File: src/rtl/alu_seq_ctrl_pkg.sv
// Shared ALU opcode and sequencer-operation encodings for the multi-byte ALU sequencer.
// Optional feature macro used by the sequencer: ALU_SEQ_PERF_EN.
package alu_pkg;

    typedef enum logic [3:0] {
        ALU_ADD  = 4'd0,
        ALU_RSH  = 4'd1,
        ALU_LSH  = 4'd2,
        ALU_OR   = 4'd3,
        ALU_AND  = 4'd4,
        ALU_SEL  = 4'd5,
        ALU_NOT  = 4'd8,
        ALU_LNOT = 4'd9,
        ALU_SHO  = 4'd10,
        ALU_ADC  = 4'd11,
        ALU_EXIT = 4'd12,
        ALU_NOP  = 4'd13,
        ALU_JMP  = 4'd14
    } alu_op_e;

    typedef enum logic [1:0] {
        SEQ_ADD = 2'd0,
        SEQ_SHL = 2'd1,
        SEQ_SHR = 2'd2,
        SEQ_RSV = 2'd3
    } seq_op_e;

endpackage

File: src/rtl/alu_seq_ctrl.sv
// Drives the shared 8-bit ALU byte-by-byte to perform NBYTES-wide add / shift-left / shift-right.
// ALU_SEQ_PERF_EN adds a saturating perf_ops count of issued non-NOP ALU operations.
module alu_seq_ctrl
    import alu_pkg::*;
#(
    parameter int NBYTES = 4
) (
    input  logic                  clk,
    input  logic                  rst,
    input  logic                  req_valid,
    output logic                  req_ready,
    input  logic [1:0]            req_op,
    input  logic [8*NBYTES-1:0]   req_a,
    input  logic [8*NBYTES-1:0]   req_b,
    output logic                  rsp_valid,
    input  logic                  rsp_ready,
    output logic [8*NBYTES-1:0]   rsp_data,
    output logic                  rsp_carry,
    output logic [7:0]            alu_op1,
    output logic [7:0]            alu_op2,
    output logic [3:0]            alu_operation,
    input  logic [7:0]            alu_result
`ifdef ALU_SEQ_PERF_EN
    ,
    output logic [15:0]           perf_ops
`endif
);

    localparam int IW = (NBYTES > 1) ? $clog2(NBYTES) : 1;
    localparam logic [IW-1:0] LAST_IDX = IW'(NBYTES - 1);

    typedef enum logic [2:0] {
        S_IDLE,
        S_ADD0,
        S_ADC,
        S_ADDH,
        S_SHF,
        S_SHO,
        S_DONE
    } state_e;

    state_e                 r_state;
    state_e                 w_state_nxt;
    logic [8*NBYTES-1:0]    r_a;
    logic [8*NBYTES-1:0]    r_b;
    logic [8*NBYTES-1:0]    r_res;
    seq_op_e                r_op;
    logic [IW-1:0]          r_idx;
    logic [7:0]             r_t;
    logic                   r_cflag;

    logic [7:0]             w_a_byte;
    logic [7:0]             w_b_byte;
    logic [IW-1:0]          w_idx_nxt;
    logic                   w_last;
    alu_op_e                w_alu_op;
    logic                   w_byte_we;
    logic [7:0]             w_byte_dat;
    logic                   w_cflag_we;
    logic                   w_cflag_dat;
    logic                   w_idx_step;
    logic                   w_t_we;
    logic                   w_accept;

    assign w_a_byte  = r_a[{r_idx, 3'b000} +: 8];
    assign w_b_byte  = r_b[{r_idx, 3'b000} +: 8];
    // Right shifts walk from the top byte down so spill flows toward byte 0.
    assign w_idx_nxt = (r_op == SEQ_SHR) ? (r_idx - 1'b1) : (r_idx + 1'b1);
    assign w_last    = (r_op == SEQ_SHR) ? (r_idx == '0) : (r_idx == LAST_IDX);
    assign w_accept  = (r_state == S_IDLE) && req_valid;

    always_ff @(posedge clk or posedge rst) begin
        if (rst) begin
            r_state <= S_IDLE;
        end else begin
            r_state <= w_state_nxt;
        end
    end

    always_comb begin
        w_state_nxt = r_state;
        w_alu_op    = ALU_NOP;
        alu_op1     = 8'h00;
        alu_op2     = 8'h00;
        w_byte_we   = 1'b0;
        w_byte_dat  = alu_result;
        w_cflag_we  = 1'b0;
        w_cflag_dat = 1'b0;
        w_idx_step  = 1'b0;
        w_t_we      = 1'b0;
        req_ready   = 1'b0;
        rsp_valid   = 1'b0;

        case (r_state)
            S_IDLE: begin
                req_ready = 1'b1;
                if (req_valid) begin
                    case (seq_op_e'(req_op))
                        SEQ_ADD: w_state_nxt = S_ADD0;
                        SEQ_SHL: w_state_nxt = S_SHF;
                        SEQ_SHR: w_state_nxt = S_SHF;
                        default: w_state_nxt = S_DONE;
                    endcase
                end
            end

            S_ADD0: begin
                w_alu_op    = ALU_ADD;
                alu_op1     = w_a_byte;
                alu_op2     = w_b_byte;
                w_byte_we   = 1'b1;
                w_cflag_we  = 1'b1;
                w_cflag_dat = (alu_result < w_a_byte);
                w_idx_step  = 1'b1;
                w_state_nxt = S_ADC;
            end

            S_ADC: begin
                w_alu_op = ALU_ADC;
                alu_op1  = w_b_byte;
                w_t_we   = 1'b1;
                // b[i]+carry wrapped to zero: the byte sum is a[i] itself and carry stays set.
                if (alu_result < w_b_byte) begin
                    w_byte_we   = 1'b1;
                    w_byte_dat  = w_a_byte;
                    w_cflag_we  = 1'b1;
                    w_cflag_dat = 1'b1;
                    if (w_last) begin
                        w_state_nxt = S_DONE;
                    end else begin
                        w_idx_step  = 1'b1;
                        w_state_nxt = S_ADC;
                    end
                end else begin
                    w_state_nxt = S_ADDH;
                end
            end

            S_ADDH: begin
                w_alu_op    = ALU_ADD;
                alu_op1     = w_a_byte;
                alu_op2     = r_t;
                w_byte_we   = 1'b1;
                w_cflag_we  = 1'b1;
                w_cflag_dat = (alu_result < w_a_byte);
                if (w_last) begin
                    w_state_nxt = S_DONE;
                end else begin
                    w_idx_step  = 1'b1;
                    w_state_nxt = S_ADC;
                end
            end

            S_SHF: begin
                w_alu_op    = (r_op == SEQ_SHR) ? ALU_RSH : ALU_LSH;
                alu_op1     = w_a_byte;
                alu_op2     = {5'b00000, r_b[2:0]};
                w_byte_we   = 1'b1;
                w_idx_step  = 1'b1;
                w_state_nxt = S_SHO;
            end

            S_SHO: begin
                w_alu_op  = ALU_SHO;
                alu_op1   = w_a_byte;
                w_byte_we = 1'b1;
                if (w_last) begin
                    w_state_nxt = S_DONE;
                end else begin
                    w_idx_step = 1'b1;
                end
            end

            S_DONE: begin
                rsp_valid = 1'b1;
                if (rsp_ready) begin
                    w_state_nxt = S_IDLE;
                end
            end

            default: w_state_nxt = S_IDLE;
        endcase
    end

    assign alu_operation = w_alu_op;
    assign rsp_data      = r_res;
    assign rsp_carry     = r_cflag;

    always_ff @(posedge clk or posedge rst) begin
        if (rst) begin
            r_a     <= '0;
            r_b     <= '0;
            r_res   <= '0;
            r_op    <= SEQ_ADD;
            r_idx   <= '0;
            r_t     <= 8'h00;
            r_cflag <= 1'b0;
        end else if (w_accept) begin
            r_a     <= req_a;
            r_b     <= req_b;
            r_op    <= seq_op_e'(req_op);
            r_idx   <= (seq_op_e'(req_op) == SEQ_SHR) ? LAST_IDX : '0;
            r_res   <= (seq_op_e'(req_op) == SEQ_RSV) ? req_a : '0;
            r_cflag <= 1'b0;
        end else begin
            if (w_byte_we) begin
                r_res[{r_idx, 3'b000} +: 8] <= w_byte_dat;
            end
            if (w_cflag_we) begin
                r_cflag <= w_cflag_dat;
            end
            if (w_t_we) begin
                r_t <= alu_result;
            end
            if (w_idx_step) begin
                r_idx <= w_idx_nxt;
            end
        end
    end

`ifdef ALU_SEQ_PERF_EN
    logic [15:0] r_perf_ops;

    always_ff @(posedge clk or posedge rst) begin
        if (rst) begin
            r_perf_ops <= 16'h0000;
        end else if ((w_alu_op != ALU_NOP) && (r_perf_ops != 16'hFFFF)) begin
            r_perf_ops <= r_perf_ops + 16'd1;
        end
    end

    assign perf_ops = r_perf_ops;
`endif

endmodule

File: config.mk
export PLATFORM = sky130hd
export DESIGN_NAME = alu_seq_ctrl
export DESIGN_NICKNAME = d
export VERILOG_FILES = /design/src/rtl/alu_seq_ctrl_pkg.sv /design/src/rtl/alu_seq_ctrl.sv
export SDC_FILE = /design/constraint.sdc
export NUM_CORES = 1
export LEC_CHECK = 0
export BUFFER_PORTS_ARGS = -buffer_cell sky130_fd_sc_hd__buf_2
export CORE_UTILIZATION = 50
export CTS_BUF_LIST = sky130_fd_sc_hd__clkbuf_8
export DETAILED_ROUTE_END_ITERATION = 8
export PLACE_DENSITY = 0.78
export REMOVE_ABC_BUFFERS = 1
export SYNTH_ARGS = -nofsm -noshare
export SYNTH_HDL_FRONTEND = slang
export SYNTH_SLANG_ARGS = --single-unit
File: constraint.sdc
create_clock -name clk -period 4.33 [get_ports clk]
set_clock_uncertainty 0.05 [all_clocks]
set_input_delay 0 -clock clk [delete_from_list [all_inputs] [get_ports clk]]
set_output_delay 0 -clock clk [all_outputs]
set_load 0.01 [all_outputs]
==> results_dict.tcl, run 1 <==
set metrics [dict create \
    status "finished with violations" \
    violations "DRC" \
    die_w_um 111.3 \
    netlist_instances 628 \
    gr-usage-met1_pct 39.36 \
    port_buffers 132 \
    cts_tree "yes" \
    clock-sinks 112 \
    ys_ff_latch 112 \
    total_power_uw 5044 \
    root_buffer "clkbuf_8" \
    cp_data_required_time_ns 4.56 \
    r2r_start "r_idx[1]" \
    fillers 942 \
    wirelength_mm 17.39 \
    die_area_sq_mm 0.01238 \
    htree_levels 3 \
    gr-usage-met2_pct 49.00 \
    endpoint_kind "flip-flop" \
    fin_tns_setup_ns 0 \
    worstPathBufferInverterCount 2 \
    hp-start "req_valid" \
    clkTransAtPathRegs_ns 0.10 \
    async_reset_ff_share_pct 100.0 \
    min_path_cells 3 \
    drt-wirelength-per-cell_um 17.92 \
    maxSlewViolCount 0 \
    avgSynthCellArea_sq_um 9.504 \
    antenna_found_initial 0 \
    final.period_utilization_pct 75.33 \
    vias 5608 \
    layout_common_cells "224 x nand2_1, 132 x buf_2, 112 x dfrtp_1, 77 x dlygate4sd3_1, 33 x and2_1" \
    rrSetupSlack_ns 1.07 \
    r2r_cells 9 \
    cp_slowest_stage_delay_ns 0.70 \
    core_area_sq_mm 0.01152 \
    max_freq_mhz 306.6 \
    max-cap-violations 0 \
    crit_chain "mux4_2, inv_1, ha_1, a211o_1, a21oi_1, and4b_1, buf_4, mux2_2, a221o_1" \
    grt_usage_pct 30.07 \
    grt_max_degree 70 \
    ys.flop_type "dfrtp_1" \
    gr-total-overflow 0 \
    path_max_fanout 18 \
    via_per_inst 5.781 \
    io_pins 133 \
    path_class "flip-flop to flip-flop" \
    cp.arrival_ns 3.49 \
    yosysSeqAreaShare_pct 46.96 \
    hold_class "primary input to flip-flop" \
    layout.nets 918 \
    rsz0062_at_grt "no" \
    drtIter0Drc 516 \
    ctsResizeCount 0 \
    hold_end "r_state[2]" \
    clock_latency_ns 0.39 \
    dp_hpwl_mm 11.97 \
    fin_crit_ns 3.262 \
    cts_max_path_buffers 2 \
    irDropWorstVdd_mv 0.2785 \
    r2r_end "rsp_data[19]" \
    initial_utilization_pct 51.83 \
    slowest_stage "dfrtp_1" \
    p_leak_uw 0.004030 \
    synth_edf_count 0 \
    grt_use_met3_pct 6.124 \
    whs_ns 0.1713 \
    gp_congestion 0.9103 \
    num_rows 39 \
    power_density_mw_per_mm2 654.5 \
    grt-busiest-layer "met2" \
    grt_pass1_vias 5628 \
    setup_viol 0 \
    startpoint_type "flip-flop" \
    drt-pass1-iter-count 8 \
    drc 14 \
    syn_area_sq_mm 0.005968 \
    antenna_cells 0 \
    critPathTopFamily "multiplexers" \
    ys_types 47 \
    ant_nets 0 \
    grt_pass1_wl_mm 28.83 \
    worst_pin_slew_ns 0.8739 \
    drive_gt1_share_pct 23.58 \
    hold_viol_final 0 \
    dieHeight_um 111.3 \
    slew_headroom_pct 41.74 \
    yosysWarnings 0 \
    layout_commonest_cell "nand2_1" \
    cts_made_buffers 9 \
    syn_to_final_growth_pct 29.12 \
]
stage by stage:
stage	instance area, sq um	utilization (%)	instances	worst slack, ns
floorplan	5806	-	593	0.5828
global placement	6719	58.34	877	1.190
detailed placement	6719	58.34	877	1.086
CTS	7706	66.92	970	1.056
global route	7706	66.92	970	0.8772
finish	7706	66.92	970	1.068
synth_stat cells (3+ instances only):
master / instances / area share [%]
a21o_1: 6 / 0.75
a21oi_1: 15 / 1.3
a21oi_2: 3 / 0.44
a221o_1: 32 / 5.4
a22oi_1: 8 / 1.0
and2_1: 34 / 3.6
and3_1: 3 / 0.31
buf_1: 8 / 0.50
clkbuf_1: 24 / 1.5
dfrtp_1: 112 / 47
ha_1: 18 / 3.8
inv_1: 23 / 1.4
mux2_2: 12 / 2.3
mux2_4: 3 / 0.75
mux2i_1: 10 / 1.7
mux4_2: 15 / 5.7
nand2_1: 225 / 14
nand2b_1: 3 / 0.31
nand3_1: 5 / 0.42
nand4_1: 3 / 0.31
nor2_1: 15 / 0.94
nor3_1: 4 / 0.34
o2111a_1: 3 / 0.57
o21ai_0: 16 / 1.3
metal layers:
| layer | routed length (um) | share of wire [%] |
|---|---|---|
| met1 | 7123 | 41 |
| met2 | 8447 | 49 |
| met3 | 1240 | 7.1 |
| met4 | 575 | 3.3 |
| met5 | 0 | 0 |
final cells by class:
type | instances | area, sq um | share of cell area (%)
Timing Repair Buffer | 218 | 1499 | 19.45
Clock buffer | 12 | 165.2 | 2.143
Inverter | 23 | 88.84 | 1.153
Tap cell | 143 | 178.9 | 2.322
Clock inverter | 4 | 51.30 | 0.6657
Sequential cell | 112 | 2803 | 36.37
Multi-Input combinational cell | 458 | 2920 | 37.90
how the worst max path moves through the flow:
stage | to | cells past startpoint | start
floorplan | rsp_data[10] | 8 | r_idx[0]
global placement | rsp_data[22] | 9 | r_idx[1]
detailed placement | rsp_data[19] | 9 | r_idx[1]
CTS | rsp_data[19] | 9 | r_idx[1]
global route | rsp_data[6] | 5 | r_state[0]
finish | rsp_data[19] | 9 | r_idx[1]
kinds of logic (layout without fill, tap and decap cells):
kind of cell | Yosys count | count (layout) | share of synthesized area [%]
xor gates and xnor gates | 1 | 1 | 0.1468
buffers and inverters | 58 | 257 | 4.172
adders and majority gates | 18 | 18 | 3.774
AOI/OAI and AO/OA | 99 | 99 | 12.85
muxes | 41 | 41 | 10.80
and+or+nand+nor | 299 | 299 | 21.30
DFF | 112 | 112 | 46.96
power by group:
part / internal [uW] / switching, uW
registers: 1430 / 306
clock network: 315 / 358
logic: 1130 / 1510
worst reg2reg max path, stage by stage (launching register included):
cell and delay, ns:
dfrtp_1 0.70, mux4_2 0.43, inv_1 0.08, ha_1 0.23
a211o_1 0.28, a21oi_1 0.15, and4b_1 0.21, buf_4 0.27
mux2_2 0.41, a221o_1 0.34
timing repair:
action | 4_1_cts | 5_1_grt
hold endpoints to repair | 177 | 0
buffers inserted | 0 | 0
hold buffers | 77 | 0
sequential cells by signal (all words and copies together) (netlist names):
name and flops:
r_a 32, r_idx 2, rsp_data 32, r_b 32, r_op 2, r_t 8, r_state 3, rsp_carry 1
Power figures use the tool's default switching activity.
==> run 2: changes to the inputs <==
--- a/config.mk
+++ b/config.mk
@@ -9,7 +9,7 @@
 export CORE_UTILIZATION = 50
 export CTS_BUF_LIST = sky130_fd_sc_hd__clkbuf_8
 export DETAILED_ROUTE_END_ITERATION = 8
-export PLACE_DENSITY = 0.78
+export PLACE_DENSITY = 0.8
 export REMOVE_ABC_BUFFERS = 1
 export SYNTH_ARGS = -nofsm -noshare
 export SYNTH_HDL_FRONTEND = slang
==> constraint.sdc (replaced) <==
create_clock -name clk -period 2.96 [get_ports clk]
set_clock_uncertainty 0.05 [all_clocks]
set_input_delay 0 -clock clk [delete_from_list [all_inputs] [get_ports clk]]
set_output_delay 0 -clock clk [all_outputs]
set_load 0.01 [all_outputs]
==> run 2 against run 1 <==
The flow finishes with violations (DRC, setup timing); setup slack worse by 1.2 ns; final cell count increased by 2.7%; global-route usage increased by 0.13 points; combinational power grew 75%; sequential power grew 43%; wire length rose by 5.2%.
==> results_dict.tcl, run 2 (same netlist as run 1, synthesis figures left out) <==
set metrics [dict create \
    wl_met1_mm 7.552 \
    regArea_sq_mm 0.002805 \
    die_w_um 111.3 \
    ant_nets 0 \
    num_rows 39 \
    drc 14 \
    worst_pin_slew_ns 1.146 \
    startpoint_type "flip-flop" \
    cpMostUsedCell "buf_6" \
    layout.nets 944 \
    grt_pass1_vias 5684 \
    dr_wl_met2_mm 8.502 \
    irDropWorstVdd_mv 0.4277 \
    clock-sinks 112 \
    gp_congestion 0.9684 \
    grt_pass1_wl_mm 28.92 \
    vias 5744 \
    slowest_stage "mux4_2" \
    drive_gt1_share_pct 27.90 \
    rsz0062_at_grt "yes" \
    place_inst 899 \
    layout_setup_ws_ns -0.09424 \
    fillers 833 \
    seq_power_share_pct 31.1 \
    status "finished with violations" \
    setup_viol 32 \
    p_int_uw 4528 \
    final.period_utilization_pct 103.2 \
    total_power_uw 7928 \
    antenna_cells 0 \
    drt-pass1-iter-count 7 \
    max_freq_mhz 327.4 \
    path_class "flip-flop to flip-flop" \
    dp_hpwl_mm 12.49 \
    slew_headroom_pct 23.63 \
    max-cap-violations 0 \
    maxSlewViolCount 0 \
    power.switching_uw 3400 \
    via_per_inst 5.767 \
    root_buffer "clkbuf_8" \
    cts_made_buffers 9 \
    endpoint_kind "flip-flop" \
    grt_usage_pct 30.19 \
    utilization_pct 69.50 \
    share_comb_of_total_power_pct 58.1 \
    syn_to_final_growth_pct 34.11 \
    cts_tree "yes" \
    antenna_found_initial 0 \
    crit_chain "buf_6, mux4_2, inv_2, ha_4, nand4_1, a211o_1, and4b_1, buf_12, buf_6, a21oi_2, a221o_1" \
    multi_input_area_sq_mm 0.003029 \
    clock_latency_ns 0.39 \
    die_area_sq_mm 0.01238 \
    cp_slowest_stage_delay_ns 0.52 \
    drtIter0Drc 442 \
    cp_data_required_time_ns 3.23 \
    routed.top_layer "met4" \
    layout_commonest_cell "nand2_1" \
    hold_viol_final 0 \
    htree_levels 3 \
    fin_cells 996 \
    swShare_pct 42.89 \
    layout_common_cells "224 x nand2_1, 132 x buf_2, 110 x dfrtp_1, 77 x dlygate4sd3_1" \
    drt-wirelength-per-cell_um 18.37 \
    io_pins 133 \
    path_max_fanout 11 \
    port_buffers 132 \
    clkPwrFrac_pct 10.8 \
    wl_met3_mm 1.520 \
    wirelength_mm 18.30 \
    dieHeight_um 111.3 \
    hold_class "primary input to flip-flop" \
    gr-total-overflow 0 \
    power_density_mw_per_mm2 990.5 \
    fin_crit_ns 3.054 \
    core_area_sq_mm 0.01152 \
    cts_max_path_buffers 2 \
    violations "DRC, setup timing" \
    initial_utilization_pct 51.83 \
    clkTransAtPathRegs_ns 0.10 \
    p_leak_uw 0.004165 \
    grt_max_degree 94 \
    cp.arrival_ns 3.33 \
]
## run 2: worst paths after layout
| kind | end | depth (start not counted) | slack [ns] | start |
|---|---|---|---|---|
| worst max register to register | rsp_data[22] | 11 | -0.09 | r_idx[0] |
| max in group asynchronous | r_t[3] | 4 | 1.67 | rst |
| min in group asynchronous | r_b[30] | 3 | 0.41 | rst |
| worst max-delay path | rsp_data[22] | 11 | -0.09 | r_idx[0] |
| worst min-delay path | r_state[0] | 5 | 0.11 | req_valid |
| worst min register to register | r_b[14] | 2 | 0.43 | r_b[14] |
## run 2: critical path: cells and delay by family, from the launching register on
kind | cells | cell delay [ns]
AOI/OAI and AO/OA | 3 | 0.99
muxes | 1 | 0.52
buffers and inverters | 4 | 0.49
DFF | 1 | 0.45
and+or+nand+nor | 2 | 0.36
adders and majority gates | 1 | 0.13
## run 2: timing repair
action	4_1_cts	5_1_grt
resized for setup	22	9
setup endpoints to repair	33	34
hold buffers	77	0
pin swaps	5	2
buffers inserted	2	2
hold endpoints to repair	200	0
## run 2: final cells by class
type | count | area share (%)
inverter | 23 | 1.110
sequential | 112 | 35.05
multi-input combinational | 458 | 37.85
clock inverter | 5 | 0.3126
clock buffer | 11 | 1.892
tap | 143 | 2.235
timing repair buffer | 244 | 21.56
## run 2: power by group through the flow
stage | clock (uW) | combinational, uW | sequential [uW]
final | 854 | 4610 | 2470
after detailed placement | 0 | 4120 | 2470
after CTS | 869 | 4360 | 2450
after global routing | 916 | 4960 | 2520
after global placement | 0 | 3940 | 2440
after floorplan | 0 | 2480 | 2510
## run 2: layer usage
| metal | up-vias | GRT usage (%) |
|---|---|---|
| li1 | 2595 | - |
| met1 | 2736 | 40.44 |
| met2 | 343 | 47.33 |
| met3 | 70 | 5.030 |
| met4 | 0 | 15.77 |
| met5 | - | 0 |
## run 2: through the flow
step	setup TNS [ns]	hold slack, ns	setup slack (ns)	area (sq um)
2_1_floorplan	-31.12	0.05544	-0.7872	5806
3_3_place_gp	-1.069	0.1430	-0.05214	6897
3_5_place_dp	-4.377	0.1425	-0.1748	6897
4_1_cts	-0.4901	0.08413	-0.03401	7941
5_1_grt	-4.782	0.1453	-0.1763	8004
6_report	-1.972	0.1061	-0.09424	8004
==> run 3: changes to the inputs <==
--- a/config.mk
+++ b/config.mk
@@ -5,11 +5,12 @@
 export SDC_FILE = /design/constraint.sdc
 export NUM_CORES = 1
 export LEC_CHECK = 0
+export ABC_AREA = 1
 export BUFFER_PORTS_ARGS = -buffer_cell sky130_fd_sc_hd__buf_2
 export CORE_UTILIZATION = 50
 export CTS_BUF_LIST = sky130_fd_sc_hd__clkbuf_8
 export DETAILED_ROUTE_END_ITERATION = 8
-export PLACE_DENSITY = 0.8
+export PLACE_DENSITY = 0.77
 export REMOVE_ABC_BUFFERS = 1
 export SYNTH_ARGS = -nofsm -noshare
 export SYNTH_HDL_FRONTEND = slang
==> constraint.sdc (replaced) <==
create_clock -name clk -period 3.4 [get_ports clk]
set_clock_uncertainty 0.05 [all_clocks]
set_input_delay 0 -clock clk [delete_from_list [all_inputs] [get_ports clk]]
set_output_delay 0 -clock clk [all_outputs]
set_load 0.01 [all_outputs]
==> run 3 against run 2 <==
The run now ends clean; area after synthesis is 4.9% higher; critical endpoint is now r_state[2]; clock power shrank 13%; synthesized cell count increased by 33%; non-clock buffer count down 21; final area about the same.
==> results_dict.tcl, run 3 <==
set metrics [dict create \
    ys_ff_latch 112 \
    worst_pin_slew_ns 0.9176 \
    grt_pass1_vias 6130 \
    syn_to_final_growth_pct 27.77 \
    cts_max_path_buffers 2 \
    avgSynthCellArea_sq_um 7.477 \
    synthTopCellsByArea "dfrtp_1 45%, nand2_1 17%, a21oi_1 5.0%" \
    slew_headroom_pct 38.68 \
    netlist_instances 837 \
    path_class "flip-flop to flip-flop" \
    htree_levels 3 \
    vias 6474 \
    max-cap-violations 0 \
    antenna_cells 0 \
    hold_viol_final 0 \
    layout_common_cells "278 x nand2_1, 132 x buf_2, 112 x dfrtp_1, 78 x dlygate4sd3_1, 71 x inv_1" \
    num_rows 40 \
    die_w_um 113.9 \
    ctsResizeCount 0 \
    grt_max_degree 101 \
    synthTopCellsByCount "278 x nand2_1, 112 x dfrtp_1, 71 x inv_1, 62 x a21oi_1, 50 x o21ai_0" \
    async_reset_ff_share_pct 100.0 \
    yosysWarnings 0 \
    synth.most_common_cell "nand2_1" \
    synth_top_cell_area_share_pct 44.78 \
    drtIter0Drc 588 \
    utilization_pct 66.02 \
    yosysSeqAreaShare_pct 44.78 \
    ys.flop_type "dfrtp_1" \
    slowest_stage "dfrtp_1" \
    drc 0 \
    cts_tree "yes" \
    cts_setup_buffers 0 \
    path_max_fanout 21 \
    cp.arrival_ns 3.48 \
    dieHeight_um 113.9 \
    synth_edf_count 0 \
    drt-pass1-iter-count 5 \
    startpoint_type "flip-flop" \
    fin_crit_ns 3.199 \
    irDropWorstVdd_mv 0.4643 \
    p_leak_uw 0.004193 \
    power_density_mw_per_mm2 911.8 \
    io_pins 133 \
    critPathTopFamily "compound AO/OA/AOI/OAI gates" \
    rsz0062_at_grt "no" \
    ant_nets 0 \
    port_buffers 132 \
    drt-wirelength-per-cell_um 15.89 \
    crit_chain "inv_4, nand2_1, a32o_1, ha_1, a21oi_1, nor2_1, a211oi_2, nand3_4, a21oi_1, o21ai_0, nand2_1, dlygate4sd3_1" \
    status "complete, no violations" \
    syn_area_sq_mm 0.006259 \
    via_per_inst 5.395 \
    multi_input_area_sq_mm 0.002964 \
    clock-sinks 112 \
    post-synth-top-area-cell "dfrtp_1" \
    cp_data_required_time_ns 3.68 \
    clkTransAtPathRegs_ns 0.10 \
    antenna_found_initial 0 \
    grt_usage_pct 30.74 \
    layout.nets 1123 \
    drive_gt1_share_pct 19.38 \
    core_area_sq_mm 0.01211 \
    place_ws_ns 0.4069 \
    maxSlewViolCount 0 \
    worstPathBufferInverterCount 2 \
    fillers 1090 \
    regArea_sq_mm 0.002803 \
    dp_hpwl_mm 12.73 \
    whs_ns 0.2588 \
    grt_pass1_wl_mm 30.64 \
    gp_congestion 0.8991 \
    wirelength_mm 19.07 \
    root_buffer "clkbuf_8" \
    hold_class "primary input to asynchronous set/reset pin" \
    die_area_sq_mm 0.01297 \
    endpoint_kind "flip-flop" \
    layout_commonest_cell "nand2_1" \
    max_freq_mhz 312.6 \
    final.period_utilization_pct 94.09 \
    gr-total-overflow 0 \
    clock_latency_ns 0.41 \
    cts_made_buffers 9 \
    initial_utilization_pct 51.67 \
    holdBufCountCts 78 \
    cp_slowest_stage_delay_ns 0.55 \
    ys_types 35 \
    setup_viol 0 \
    layout_setup_ws_ns 0.2011 \
    fin_tns_setup_ns 0 \
]
## run 3: changes by cell type in the layout (fill, tap and decap cells not counted), moves of 21 or more
cell / previous run / this run
nand4_1: 3 / 24
nand3_1: 5 / 41
nor3_1: 4 / 25
a221o_1: 32 / 0
nand2_2: 1 / 22
nor2_1: 15 / 37
nand2_1: 224 / 278
inv_1: 20 / 71
and2_1: 32 / 0
a21oi_1: 14 / 62
o21ai_0: 16 / 50
## run 3: cell type report
| cell class | count | share of cell area [%] |
|---|---|---|
| Multi-Input combinational cell | 604 | 37.07 |
| Sequential cell | 112 | 35.05 |
| Inverter | 77 | 3.677 |
| Clock buffer | 10 | 1.721 |
| Clock inverter | 6 | 0.4538 |
| Tap cell | 168 | 2.629 |
| Timing Repair Buffer | 223 | 19.40 |
## run 3: path summary, 6_finish.rpt
check,from,to,slack [ns],depth (start not counted)
max in group asynchronous,rst,r_op[0],2.15,4
worst max-delay path,r_idx[0],r_state[2],0.20,12
worst max register to register,r_idx[0],r_state[2],0.20,12
min in group clk,req_b[19],r_b[19],0.28,4
worst min-delay path,rst,r_b[15],0.26,3
worst min register to register,r_t[2],r_t[2],0.44,2
## run 3: logic make-up after synthesis
| family | synth area share, % |
|---|---|
| XOR/XNOR | 0.2799 |
| AO/OA/AOI/OAI | 12.85 |
| flip-flops | 44.78 |
| adder cells (fa/ha/maj) | 3.599 |
| AND/OR/NAND/NOR | 30.55 |
| buffers and inverters | 7.937 |
## run 3: metal layers
metal / wire length, um / track usage [%]
met2: 8803 / 48.74
met5: 0 / 0
met4: 804 / 15.24
met1: 8269 / 40.99
met3: 1190 / 5.207
## run 3: worst reg2reg max path, stage by stage (launching register included)
cell           delay [ns]
dfrtp_1              0.55
inv_4                0.27
nand2_1              0.08
a32o_1               0.25
ha_1                 0.30
a21oi_1              0.13
nor2_1               0.06
a211oi_2             0.25
nand3_4              0.25
a21oi_1              0.24
o21ai_0              0.10
nand2_1              0.07
dlygate4sd3_1        0.55
## run 3: metrics by stage
| stage | area [sq um] | total power (uW) | std cells |
|---|---|---|---|
| 3_5_place_dp | 7042 | 6375 | 1106 |
| 3_3_place_gp | 7042 | 6258 | 1106 |
| 5_1_grt | 7996 | 7882 | 1200 |
| 6_report | 7996 | 7291 | 1200 |
| 2_1_floorplan | 6053 | 4994 | 793 |
| 4_1_cts | 7996 | 7216 | 1200 |
## run 3: where the power goes
group | total (uW) | switching [uW] | internal [uW]
clock | 747 | 463 | 283
combinational | 4180 | 2730 | 1450
sequential | 2360 | 408 | 1950
